$ cat config.mk
export PLATFORM = sky130hd
export DESIGN_NAME = moore_dibit_tx
export DESIGN_NICKNAME = d
export VERILOG_FILES = /design/src/rtl/moore_dibit_pkg.sv /design/src/rtl/dibit_shifter.sv /design/src/rtl/moore_dibit_tx.sv
export SDC_FILE = /design/constraint.sdc
export NUM_CORES = 1
export LEC_CHECK = 0
export CELL_PAD_IN_SITES_DETAIL_PLACEMENT = 0
export CELL_PAD_IN_SITES_GLOBAL_PLACEMENT = 1
export CORE_ASPECT_RATIO = 0.9
export CORE_MARGIN = 5
export CORE_UTILIZATION = 45
export CTS_BUF_LIST = sky130_fd_sc_hd__clkbuf_2 sky130_fd_sc_hd__clkbuf_4 sky130_fd_sc_hd__clkbuf_8
export CTS_CLUSTER_SIZE = 25
export DETAILED_ROUTE_END_ITERATION = 8
export HOLD_SLACK_MARGIN = 0.15
export PLACE_DENSITY = 0.8
export SLEW_MARGIN = 20
export SYNTH_ARGS = -nofsm -noshare
export SYNTH_HDL_FRONTEND = slang
export SYNTH_SLANG_ARGS = --single-unit
$ cat constraint.sdc
create_clock -name clk -period 3.3 [get_ports clk]
set_input_delay 0.33 -clock clk [delete_from_list [all_inputs] [get_ports clk]]
set_output_delay 0.33 -clock clk [all_outputs]
set_load 0.005 [all_outputs]
$ cat src/rtl/moore_dibit_pkg.sv
// Shared definitions for the {x, z} Moore dibit link: state codes, fixed symbols
// and the parity-symbol encoding used by both the transmitter and the receiver.
package moore_dibit_pkg;

    typedef logic [2:0] state_t;

    localparam state_t ST_IDLE   = 3'd0;
    localparam state_t ST_START  = 3'd1;
    localparam state_t ST_DATA   = 3'd2;
    localparam state_t ST_PARITY = 3'd3;
    localparam state_t ST_GAP    = 3'd4;

    localparam logic [1:0] SYM_IDLE  = 2'b00;
    localparam logic [1:0] SYM_START = 2'b11;

    // Parity symbol is always 01 or 10, so the receiver can reject a frame
    // whose closing symbol looks like idle or start.
    function automatic logic [1:0] parity_sym(input logic p);
        return {p, ~p};
    endfunction

endpackage

$ cat src/rtl/dibit_shifter.sv
// DATA_W-bit parallel-load register that shifts left by one dibit per step and
// exposes its current top dibit.
module dibit_shifter #(
    parameter int DATA_W = 8
) (
    input  logic              clk,
    input  logic              rst,
    input  logic              load_i,
    input  logic              shift_i,
    input  logic [DATA_W-1:0] din_i,
    output logic [1:0]        top_o
);

    logic [DATA_W-1:0] shreg_q;
    logic [DATA_W-1:0] shreg_d;

    // NOTE: every variable assigned in always_comb gets a default first, so no
    // path through the block can leave it unassigned and infer a latch.
    always_comb begin
        shreg_d = shreg_q;
        if (load_i) begin
            shreg_d = din_i;
        end else if (shift_i) begin
            shreg_d = shreg_q << 2;
        end
    end

    // NOTE: sequential state uses non-blocking assignments so every register
    // samples its pre-edge inputs regardless of process ordering.
    always_ff @(posedge clk or posedge rst) begin
        if (rst) begin
            shreg_q <= '0;
        end else begin
            shreg_q <= shreg_d;
        end
    end

    assign top_o = shreg_q[DATA_W-1 -: 2];

endmodule

$ cat src/rtl/moore_dibit_tx.sv
// Framed dibit transmitter: START(11), DATA_W/2 data dibits MSB-first, parity
// symbol, GAP idle symbols. All outputs are registered from the next state.
module moore_dibit_tx
    import moore_dibit_pkg::*;
#(
    parameter int DATA_W = 8,
    parameter int GAP    = 1
) (
    input  logic              clk,
    input  logic              rst,
    input  logic [DATA_W-1:0] din,
    input  logic              din_valid,
    output logic              din_ready,
    output logic              x,
    output logic              z,
    output logic              busy,
    output logic              frame_done
);

    localparam int NDIB  = DATA_W / 2;
    localparam int CNT_W = $clog2(NDIB) + 1;

    localparam logic [CNT_W-1:0] DIB_LAST = CNT_W'(NDIB - 1);
    localparam logic [3:0]       GAP_LAST = 4'((GAP > 0) ? GAP - 1 : 0);

    state_t           state_q, state_d;
    logic [CNT_W-1:0] dib_cnt_q, dib_cnt_d;
    logic [3:0]       gap_cnt_q, gap_cnt_d;
    logic             par_q, par_d;

    logic [1:0]       sym_q, sym_d;
    logic             ready_q, ready_d;
    logic             busy_q, busy_d;
    logic             done_q, done_d;

    logic             accept;
    logic [1:0]       data_top;

    assign accept = din_valid & ready_q & (state_q == ST_IDLE);

    // A dibit leaves the shifter on every edge that enters or stays in DATA,
    // so the register's top always holds the next dibit to emit.
    dibit_shifter #(
        .DATA_W (DATA_W)
    ) u_shifter (
        .clk     (clk),
        .rst     (rst),
        .load_i  (accept),
        .shift_i (state_d == ST_DATA),
        .din_i   (din),
        .top_o   (data_top)
    );

    always_ff @(posedge clk or posedge rst) begin
        if (rst) begin
            state_q   <= ST_IDLE;
            dib_cnt_q <= '0;
            gap_cnt_q <= '0;
            par_q     <= 1'b0;
        end else begin
            state_q   <= state_d;
            dib_cnt_q <= dib_cnt_d;
            gap_cnt_q <= gap_cnt_d;
            par_q     <= par_d;
        end
    end

    always_comb begin
        state_d   = state_q;
        dib_cnt_d = dib_cnt_q;
        gap_cnt_d = gap_cnt_q;
        par_d     = par_q;
        case (state_q)
            ST_IDLE: begin
                if (accept) begin
                    state_d = ST_START;
                    par_d   = ^din;
                end
            end
            ST_START: begin
                state_d   = ST_DATA;
                dib_cnt_d = '0;
            end
            ST_DATA: begin
                dib_cnt_d = dib_cnt_q + 1'b1;
                if (dib_cnt_q == DIB_LAST) begin
                    state_d = ST_PARITY;
                end
            end
            ST_PARITY: begin
                gap_cnt_d = '0;
                state_d   = (GAP > 0) ? ST_GAP : ST_IDLE;
            end
            ST_GAP: begin
                gap_cnt_d = gap_cnt_q + 4'd1;
                if (gap_cnt_q == GAP_LAST) begin
                    state_d = ST_IDLE;
                end
            end
            default: begin
                state_d = ST_IDLE;
            end
        endcase
    end

    // Outputs follow state_d so they change on the same edge as the state they
    // describe; frame_done marks the edge leaving PARITY.
    always_comb begin
        sym_d   = SYM_IDLE;
        ready_d = 1'b0;
        busy_d  = 1'b1;
        done_d  = (state_q == ST_PARITY);
        case (state_d)
            ST_IDLE: begin
                ready_d = 1'b1;
                busy_d  = 1'b0;
            end
            ST_START:  sym_d = SYM_START;
            ST_DATA:   sym_d = data_top;
            ST_PARITY: sym_d = parity_sym(par_q);
            default:   sym_d = SYM_IDLE;
        endcase
    end

    always_ff @(posedge clk or posedge rst) begin
        if (rst) begin
            sym_q   <= SYM_IDLE;
            ready_q <= 1'b0;
            busy_q  <= 1'b0;
            done_q  <= 1'b0;
        end else begin
            sym_q   <= sym_d;
            ready_q <= ready_d;
            busy_q  <= busy_d;
            done_q  <= done_d;
        end
    end

    assign x          = sym_q[1];
    assign z          = sym_q[0];
    assign din_ready  = ready_q;
    assign busy       = busy_q;
    assign frame_done = done_q;

endmodule

Yosys cells after proc, flatten, opt, wreduce, memory -nomap -nowiden
Index checks and enable logic that the tools add are counted.

word-level totals
  bits in registers = 24

cells by class
  reduce and logical (&&, ||, !) cells = 8
  $add $sub $neg = 2
  bitwise gates (word level) = 3
  eq/ne operators = 8
  mux-type cells = 11

operators with widths
  kind                                                                   count
  8-bit two-way mux                                                      2
  3-bit by 2-bit equality test with 1-bit output, second input constant  5
  3-bit one-hot mux with 5 select lines                                  1
  3-bit two-way mux                                                      3
  4-bit one-hot mux with 2 select lines                                  1
  8-bit XOR reduction                                                    1
  3-bit by 1-bit equality test with 1-bit output, second input constant  2
  3-bit zero test                                                        2
  2-bit one-hot mux with 3 select lines                                  1
  3-bit one-hot mux with 2 select lines                                  1
  2-bit nonzero test                                                     3
  4-bit by 1-bit adder with 4-bit output, second input constant          1
  4-bit zero test                                                        1
  3-bit by 1-bit adder with 3-bit output, second input constant          1
  3-bit equality test, second input constant                             1
  1-bit bitwise AND                                                      2
  1-bit two-way mux                                                      2
  2-bit AND reduction                                                    1
  1-bit inverter                                                         1

Longest topological paths before layout
Gate-level depths: netlist of the first run.

  word-level depth = 7
  depth in mapped cells = 6
  depth with buffers taken out = 6

Cells and area by module
From an unflattened synthesis of the first run, not the netlist that was laid out.

second synthesis, totals
  cell total of the unflattened synthesis = 119
  area, all modules = 1223.7 um^2

modules (own cells, without submodules)
  module          area each (um^2)  instances  sequential area each (um^2)  cells each
  moore_dibit_tx  837.1             1          400.4                        82
  dibit_shifter   386.6             1          200.2                        37

Worst setup path before layout of the first run
OpenSTA, ideal clock, no wires.

  path type = flip-flop to flip-flop
  start point = register dib_cnt_q[0]
  end point = register u_shifter.shreg_q[2]
  arrival time = 1.727 ns
  setup time = 0.125 ns
  required time = 3.175 ns
  slack = 1.448 ns
  stages on the path, launching flop included = 7
  path through = dfrtp_1 -> ha_1 -> ha_1 -> or3b_1 -> o21a_2 -> nor2_8 -> mux2_2

between the ends
  longest elaborated chain between the ends = 5

RTL lines
  what                                            RTL line              source
  from (decl)                                     moore_dibit_tx.sv:27  logic [CNT_W-1:0] dib_cnt_q, dib_cnt_d;
  from (signal assigned)                          moore_dibit_tx.sv:62  dib_cnt_q <= dib_cnt_d;
  3-bit by 2-bit equality test with 1-bit output  moore_dibit_tx.sv:86  if (dib_cnt_q == DIB_LAST) begin
  3-bit two-way mux                               moore_dibit_tx.sv:86
  3-bit one-hot mux with 5 select lines           moore_dibit_tx.sv:73  case (state_q)
  3-bit by 2-bit equality test with 1-bit output  moore_dibit_tx.sv:49  .shift_i (state_d == ST_DATA),
  2-bit nonzero test (no source line)             n/a
  to (signal assigned)                            dibit_shifter.sv:34   shreg_q <= shreg_d;
  to (decl)                                       dibit_shifter.sv:14   logic [DATA_W-1:0] shreg_q;

Every way passes these cells.
A chain may end at the register's enable or synchronous reset.

Worst setup path after layout of the first run
  start point = register state_q[2]
  end point = register u_shifter.shreg_q[4]

between the ends
  longest elaborated chain between the ends = 6

RTL lines
  what                                            RTL line                                    source
  from (decl)                                     moore_dibit_tx.sv:26                        state_t state_q, state_d;
  from (signal assigned)                          moore_dibit_tx.sv:61                        state_q <= state_d;
  3-bit zero test                                 moore_dibit_tx.sv:39, moore_dibit_tx.sv:73
  1-bit bitwise AND                               moore_dibit_tx.sv:39                        assign accept = din_valid & ready_q & (state_q == ST_IDLE);
  3-bit two-way mux                               moore_dibit_tx.sv:75                        if (accept) begin
  3-bit one-hot mux with 5 select lines           moore_dibit_tx.sv:73
  3-bit by 2-bit equality test with 1-bit output  moore_dibit_tx.sv:49
  2-bit nonzero test (no source line)             n/a

Parallel ways exist; a longest one is shown, timed or not.

==> key figures, run 1 <==
Power
  – Internal Power: approximately 850 uW
  – LEAKAGE: 0.6305 nW
  – Part of the power in combinational logic: a little over two fifths
  – Clock network power share: approximately 16%
  – Sequential share of power: about 41%
  – PwrDens: between 800 and 900 mW/mm2
  – Sw Share: between 30% and 40%
  – NetSw: roughly 470 uW
  – Maximum vdd drop: approximately 0.00048 V

Route
  – DR WL/cell: ~14 um
  – DRT Pass-1 Iters: 4
  – Vias per inst: around 5.3
  – Number of remaining DRC errors: 0
  – Total Routed Length: 2.348 mm
  – Initial drt markers: 26
  – Residual antenna-violating net count after detailed routing: 0
  – Vias: around 920

Synth
  – Mapped Area: ~0.0013 mm2
  – Yosys warnings: 0
  – Yosys cell types: 29
  – #FFs+latches synth: 24
  – Share of the synthesized area in the top cell type: a little under half
  – Synthesized instance count: about 120
  – Syn Nets: roughly 130
  – Synth area leader: dfrtp_1
  – Syn_area_per_cell: roughly 11 um2
  – Sequential-to-total area share from yosys stat: between 40% and 50%
  – Synth top area cells: dfrtp_1, mux2_2, xnor2_1

Clock tree
  – CTS buffer count: 3
  – # Post-CTS Setup Buffers: 0
  – Sink Count: 24
  – Post-CTS Resized: 0
  – Worst-path clk slew: between 0.1 and 0.15 ns
  – CTS tree: built
  – # hold bufs at CTS: 0
  – Clock Path Buffers: 2
  – Root buf cell: clkbuf_4
  – Clock Latency Late Sink: about 0.32 ns
  – H-Tree Depth: 1

Worst hold path
  – Hold Crit Class: in -> async

Timing
  – Unrepaired setup endpoints after global routing: no
  – Maximum clock rate: between 400 and 500 MHz
  – Fin crit period: 2.073 ns
  – Slew margin rel.: 40.56%
  – Final Hold Fails: 0
  – Actual slew at the worst max-slew pin: ~0.89 ns
  – Final TNS setup: 0 ns
  – Worst Skew: between 0.01 and 0.015 ns
  – Final hold slack: 0.4830 ns
  – Setup violators final: 0
  – Final worst path period share: between 60% and 70%
  – Final number of max-transition violations: 0
  – Worst setup margin: approximately 1.2 ns

Worst setup path
  – Crit path capture type: register
  – Crit-path cells: nor4_4 -> mux2_2 -> mux2_2
  – CP max stage delay: roughly 0.7 ns
  – Cell mode on critical path: mux2_2
  – CP required: 3.51 ns
  – R2r worst-path depth: 3
  – CP Max Fanout: 22
  – Worst Path Arrival: about 2.3 ns
  – Buf+Inv Stages, Crit Path: 0
  – Top delay family on crit path: flip-flops
  – Startpoint Class: register
  – Critical path type: reg -> reg
  – Worst path depth: 3
  – Slowest-stage cell, CP: dfrtp_1

GRT
  – Largest net degree at the start of global routing: 25
  – Global route overflow: 0
  – Global-route usage over all layers: 14.02%
  – Initial antenna violation count: 0
  – First-pass GRT wire length: 4.153 mm
  – Vias in the first global route: between 900 and 1000

Floorplan
  – Die height: about 60 um
  – Die width: between 60 and 70 um
  – Row count: 18
  – I/O pins: 16
  – Core ar.: 0.002725 mm2
  – Die area: about 0.004 mm2
  – Initial Util: a little under half

Placement
  – RePlAce Congestion: 0.7431
  – Post-detail-place hpwl: 1.761 mm
  – Place WS: approximately 1.2 ns
  – Buffers added on ports: 15

Cells and area
  – # diodes: 0
  – Layout cells sized above 1: approximately 15%
  – # fillers: between 200 and 300
  – Area added between synthesis and finish: 18.71%
  – Post-layout nets: between 100 and 150

Status
  – Outcome: complete, no violations

Flow run
  – Max-cap viol count: 0
layer usage:
metal	track usage [%]	wire, um
met3	4.699	102
met1	17.33	1044
met2	23.57	1166
met4	3.550	35
met5	0	0
worst register-to-register path, delay by kind of cell (launching register included):
family / cells / cell delay (ns)
mux: 2 / 0.65
simple gates: 1 / 0.60
flops: 1 / 0.70
Yosys cell counts, drive strengths merged:
cell type / instances
ha: 4
a21oi: 10
o21ai: 12
nor3: 5
o21a: 1
clkbuf: 2
or3b: 1
nor4: 1
nand3: 1
nand2: 7
o22ai: 2
xnor2: 7
or4: 2
and3: 1
a221o: 1
nor2b: 2
dfrtp: 24
nand3b: 1
buf: 2
or3: 1
nand2b: 3
inv: 5
nor2: 6
o22a: 1
nor3b: 1
mux2: 13
and2: 1
o211ai: 1
cell usage in the layout (no fill, tap or decap), types with 3 or more instances in the layout:
cell type        netlist  final
a21oi_1               10     10
clkbuf_4               0      3
clkdlybuf4s50_1        0     15
dfrtp_1               24     24
ha_1                   4      4
inv_1                  5      5
mux2_2                13     13
nand2_1                7      7
nand2b_1               3      3
nor2_1                 5      5
nor3_1                 5      5
o21ai_0               12     12
xnor2_1                7      7
area by class of cell:
cell class                 instances  area [um2]  area share [%]
multi-input combinational         85       620.6           41.58
sequential                        24       600.6           40.23
timing repair buffer              15       150.1           10.06
tap                               40       50.05           3.353
clock inverter                     1       30.03           2.012
clock buffer                       3       22.52           1.509
inverter                           5       18.77           1.257
cells by family after synthesis:
family | Yosys count | synth area share, %
AOI/OAI and AO/OA | 28 | 12.54
buffers and inverters | 9 | 2.886
muxes | 13 | 11.64
xor gates and xnor gates | 7 | 4.876
DFF | 24 | 47.76
and+or+nand+nor | 33 | 16.32
adders and majority gates | 4 | 3.980
power groups by stage:
stage / clock [mW] / combinational (mW) / sequential, mW
2_1_floorplan: 0 / 0.472 / 0.481
3_3_place_gp: 0 / 0.547 / 0.541
3_5_place_dp: 0 / 0.571 / 0.546
4_1_cts: 0.219 / 0.576 / 0.538
5_1_grt: 0.234 / 0.642 / 0.559
6_report: 0.215 / 0.566 / 0.537
registers in the layout, indices dropped and copies added, names as in the netlist:
signal             count
gap_cnt_q              4
frame_done             1
u_shifter.shreg_q      8
par_q                  1
busy                   1
dib_cnt_q              3
sym_q                  2
din_ready              1
state_q                3
worst paths after layout:
| check | to | slack [ns] | start |
|---|---|---|---|
| min | u_shifter.shreg_q[5]$_DFFE_PP0P_ | 0.48 | rst |
| max | u_shifter.shreg_q[4]$_DFFE_PP0P_ | 1.23 | state_q[2]$_DFF_PP0_ |
| max in group asynchronous | dib_cnt_q[1]$_DFFE_PP0P_ | 2.27 | rst |
| max reg2reg | u_shifter.shreg_q[4]$_DFFE_PP0P_ | 1.23 | state_q[2]$_DFF_PP0_ |
| min reg2reg | u_shifter.shreg_q[2]$_DFFE_PP0P_ | 0.53 | u_shifter.shreg_q[2]$_DFFE_PP0P_ |
| min in group clk | u_shifter.shreg_q[2]$_DFFE_PP0P_ | 0.53 | u_shifter.shreg_q[2]$_DFFE_PP0P_ |
stage by stage:
stage / utilization, % / power, mW / cell area (um2) / cells
after floorplan: - / 0.9527 / 1257 / 118
after global placement: 52.85 / 1.088 / 1440 / 169
after detailed placement: 52.85 / 1.117 / 1440 / 169
after CTS: 54.78 / 1.332 / 1493 / 173
after global routing: 54.78 / 1.435 / 1493 / 173
final: 54.78 / 1.318 / 1493 / 173
Note: power is estimated with default switching activity, not from simulation.
==> run 2: changes to the inputs <==
--- a/config.mk
+++ b/config.mk
@@ -9,12 +9,12 @@
 export CELL_PAD_IN_SITES_GLOBAL_PLACEMENT = 1
 export CORE_ASPECT_RATIO = 0.9
 export CORE_MARGIN = 5
-export CORE_UTILIZATION = 45
+export CORE_UTILIZATION = 40
 export CTS_BUF_LIST = sky130_fd_sc_hd__clkbuf_2 sky130_fd_sc_hd__clkbuf_4 sky130_fd_sc_hd__clkbuf_8
 export CTS_CLUSTER_SIZE = 25
 export DETAILED_ROUTE_END_ITERATION = 8
 export HOLD_SLACK_MARGIN = 0.15
-export PLACE_DENSITY = 0.8
+export PLACE_DENSITY = 0.75
 export SLEW_MARGIN = 20
 export SYNTH_ARGS = -nofsm -noshare
 export SYNTH_HDL_FRONTEND = slang
==> constraint.sdc (replaced) <==
create_clock -name clk -period 1.9 [get_ports clk]
set_input_delay 0.19 -clock clk [delete_from_list [all_inputs] [get_ports clk]]
set_output_delay 0.19 -clock clk [all_outputs]
set_load 0.005 [all_outputs]
==> run 2 against run 1 <==
Flip-flop and latch count is the same. Maximum frequency is 11% higher. First-iteration DRC count down 27%. Count of clock-buffer cells in the layout grew 1. Highest routed layer unchanged.
==> key figures, run 2 (synthesized netlist as in run 1, its figures left out) <==
Clock tree
  – CTS tree: built
  – # hold bufs at CTS: 0
  – CTS buffer count: 3
  – Clock Path Buffers: 2
  – Worst-path clk slew: roughly 0.13 ns
  – Root buf cell: clkbuf_4
  – Clock Latency Late Sink: around 0.32 ns
  – H-Tree Depth: 1
  – Sink Count: 24

Cells and area
  – Max reg flops: 8
  – Largest reg by FF count: u_shifter.shreg_q
  – Largest registers: u_shifter.shreg_q x8, gap_cnt_q x4
  – FF/Latch Area: about 600 um2
  – Area added between synthesis and finish: 27.26%
  – Fin cells: ~190
  – # fillers: between 200 and 300
  – Layout cells sized above 1: between 20% and 30%
  – Post-layout nets: ~160
  – # diodes: 0
  – Multi-input gate area: roughly 670 um2
  – Most frequent cells in the layout: dfrtp_1, clkdlybuf4s50_1, o21ai_0
  – Commonest non-fill, non-tap cell in the layout: dfrtp_1
  – Final Core Density: 52.59%

Worst setup path
  – Top delay family on crit path: simple AND/OR/NAND/NOR gates
  – CP required: approximately 2.1 ns
  – Critical path type: reg -> reg
  – Crit-path cells: ha_2 -> ha_4 -> or3b_4 -> o21a_4 -> nor2_8 -> mux2_4
  – Startpoint Class: register
  – Worst Path Arrival: about 2.1 ns
  – Buf+Inv Stages, Crit Path: 0
  – Slowest-stage cell, CP: dfrtp_1
  – CP max stage delay: between 0.4 and 0.5 ns
  – CP Max Fanout: 6
  – Crit path capture type: register

Route
  – Number of remaining DRC errors: 0
  – DR WL/cell: 13.44 um
  – Vias: approximately 930
  – Initial drt markers: 19
  – Residual antenna-violating net count after detailed routing: 0
  – Total Routed Length: 2.486 mm
  – Vias per inst: between 5 and 6
  – DRT Pass-1 Iters: 4

Worst hold path
  – Hold Crit Class: in -> async

Timing
  – Maximum clock rate: between 500 and 600 MHz
  – Worst Skew: approximately 0.0031 ns
  – Final worst path period share: between 90% and 100%
  – Final Hold Fails: 0
  – Actual slew at the worst max-slew pin: 0.3159 ns
  – Final number of max-transition violations: 0
  – Slew margin rel.: about four fifths
  – Setup violators final: 0
  – Fin crit period: 1.868 ns
  – Unrepaired setup endpoints after global routing: yes

Placement
  – Buffers added on ports: 15
  – RePlAce Congestion: roughly 0.71
  – Post-detail-place hpwl: roughly 1.9 mm
  – Post-Place Cells: ~180

Power
  – PwrDens: about 1500 mW/mm2
  – NetSw: around 900 uW
  – Sw Share: between 30% and 40%
  – Clock network power share: about 11%
  – Internal Power: approximately 1.6 mW
  – Maximum vdd drop: 0.0006477 V
  – Part of the power in combinational logic: between 50% and 60%
  – LEAKAGE: 0.6951 nW
  – Sequential share of power: between 30% and 40%
  – Total power: about 2.5 mW

Floorplan
  – Initial Util: between 40% and 50%
  – Core ar.: a little over 0.003 mm2
  – Row count: 19
  – Die width: around 69 um
  – I/O pins: 16
  – Die area: roughly 0.0044 mm2
  – Die height: approximately 63 um

GRT
  – Global route overflow: 0
  – Met1 Resource Use GR: about 17%
  – Largest net degree at the start of global routing: 25
  – First-pass GRT wire length: about 4.2 mm
  – Initial antenna violation count: 0
  – Met2 Use GR: between 10% and 20%
  – Global-route usage over all layers: between 10% and 20%
  – Vias in the first global route: 870
  – Most used routing layer: met1
  – M3 GR Usage: 1.590%

Status
  – Outcome: complete, no violations

Flow run
  – Max-cap viol count: 0
-- run 2: cell types whose count changed in the layout (fill, tap and decap cells not counted), moves of 2 or more --
| cell | before | now |
|---|---|---|
| buf_4 | 0 | 10 |
| ha_1 | 4 | 2 |
| mux2_2 | 13 | 7 |
| mux2_4 | 0 | 6 |
-- run 2: area by class of cell --
type / count / area share (%)
tap: 42 / 3.284
timing repair buffer: 25 / 14.07
multi-input combinational: 85 / 41.67
inverter: 5 / 1.173
sequential: 24 / 37.53
clock buffer: 4 / 2.267
-- run 2: routing by layer --
metal	share of wire, %	up-vias
li1	-	467
met1	51	449
met2	43	12
met3	2.6	5
met4	2.7	0
met5	0	-
-- run 2: repair_timing --
action	4_1_cts	5_1_grt
pin swaps	1	1
buffers inserted	1	1
gates resized for setup	10	1
endpoints found under the hold margin	0	0
setup endpoints to repair	6	6
-- run 2: final timing paths --
check	endpoint	slack, ns	cells past startpoint	startpoint
hold reg to reg	sym_q[0]$_DFF_PP0_	0.52	1	par_q$_DFFE_PP0P_
hold / removal	dib_cnt_q[1]$_DFFE_PP0P_	0.18	3	rst
min in group clk	sym_q[0]$_DFF_PP0_	0.52	1	par_q$_DFFE_PP0P_
max in group asynchronous	par_q$_DFFE_PP0P_	1.49	3	rst
setup reg to reg	u_shifter.shreg_q[6]$_DFFE_PP0P_	0.03	6	dib_cnt_q[1]$_DFFE_PP0P_
setup / recovery	u_shifter.shreg_q[6]$_DFFE_PP0P_	0.03	6	dib_cnt_q[1]$_DFFE_PP0P_
-- run 2: power by group through the flow --
| stage | logic (mW) | clock network [mW] | registers, mW |
|---|---|---|---|
| 2_1_floorplan | 0.820 | 0 | 0.835 |
| 4_1_cts | 1.34 | 0.283 | 0.857 |
| 6_report | 1.34 | 0.279 | 0.855 |
| 5_1_grt | 1.46 | 0.315 | 0.882 |
| 3_3_place_gp | 1.14 | 0 | 0.860 |
| 3_5_place_dp | 1.18 | 0 | 0.867 |
-- run 2: metrics by stage --
| step | area (um2) | TNS (ns) | worst slack, ns | hold slack (ns) |
|---|---|---|---|---|
| after CTS | 1583 | 0 | 0.007351 | 0.1934 |
| after global routing | 1600 | -0.1052 | -0.02161 | 0.2254 |
| final | 1600 | 0 | 0.03234 | 0.1795 |
| after detailed placement | 1503 | -0.02763 | -0.007459 | 0.5017 |
| after global placement | 1503 | 0 | 0.04073 | 0.4880 |
| after floorplan | 1257 | 0 | 0.04782 | 0.2046 |
-- run 2: worst register-to-register path, delay by kind of cell (launching register included) --
kind / cells / cell delay [ns]
simple gates: 2 / 0.52
compound gates: 1 / 0.15
fa+ha+maj: 2 / 0.36
flops: 1 / 0.42
mux: 1 / 0.32
==> run 3: changes to the inputs <==
--- a/config.mk
+++ b/config.mk
@@ -5,6 +5,7 @@
 export SDC_FILE = /design/constraint.sdc
 export NUM_CORES = 1
 export LEC_CHECK = 0
+export CAP_MARGIN = 30
 export CELL_PAD_IN_SITES_DETAIL_PLACEMENT = 0
 export CELL_PAD_IN_SITES_GLOBAL_PLACEMENT = 1
 export CORE_ASPECT_RATIO = 0.9
==> results of run 3 <==
No change in the layout: final DEF, timing and power equal those of run 2.
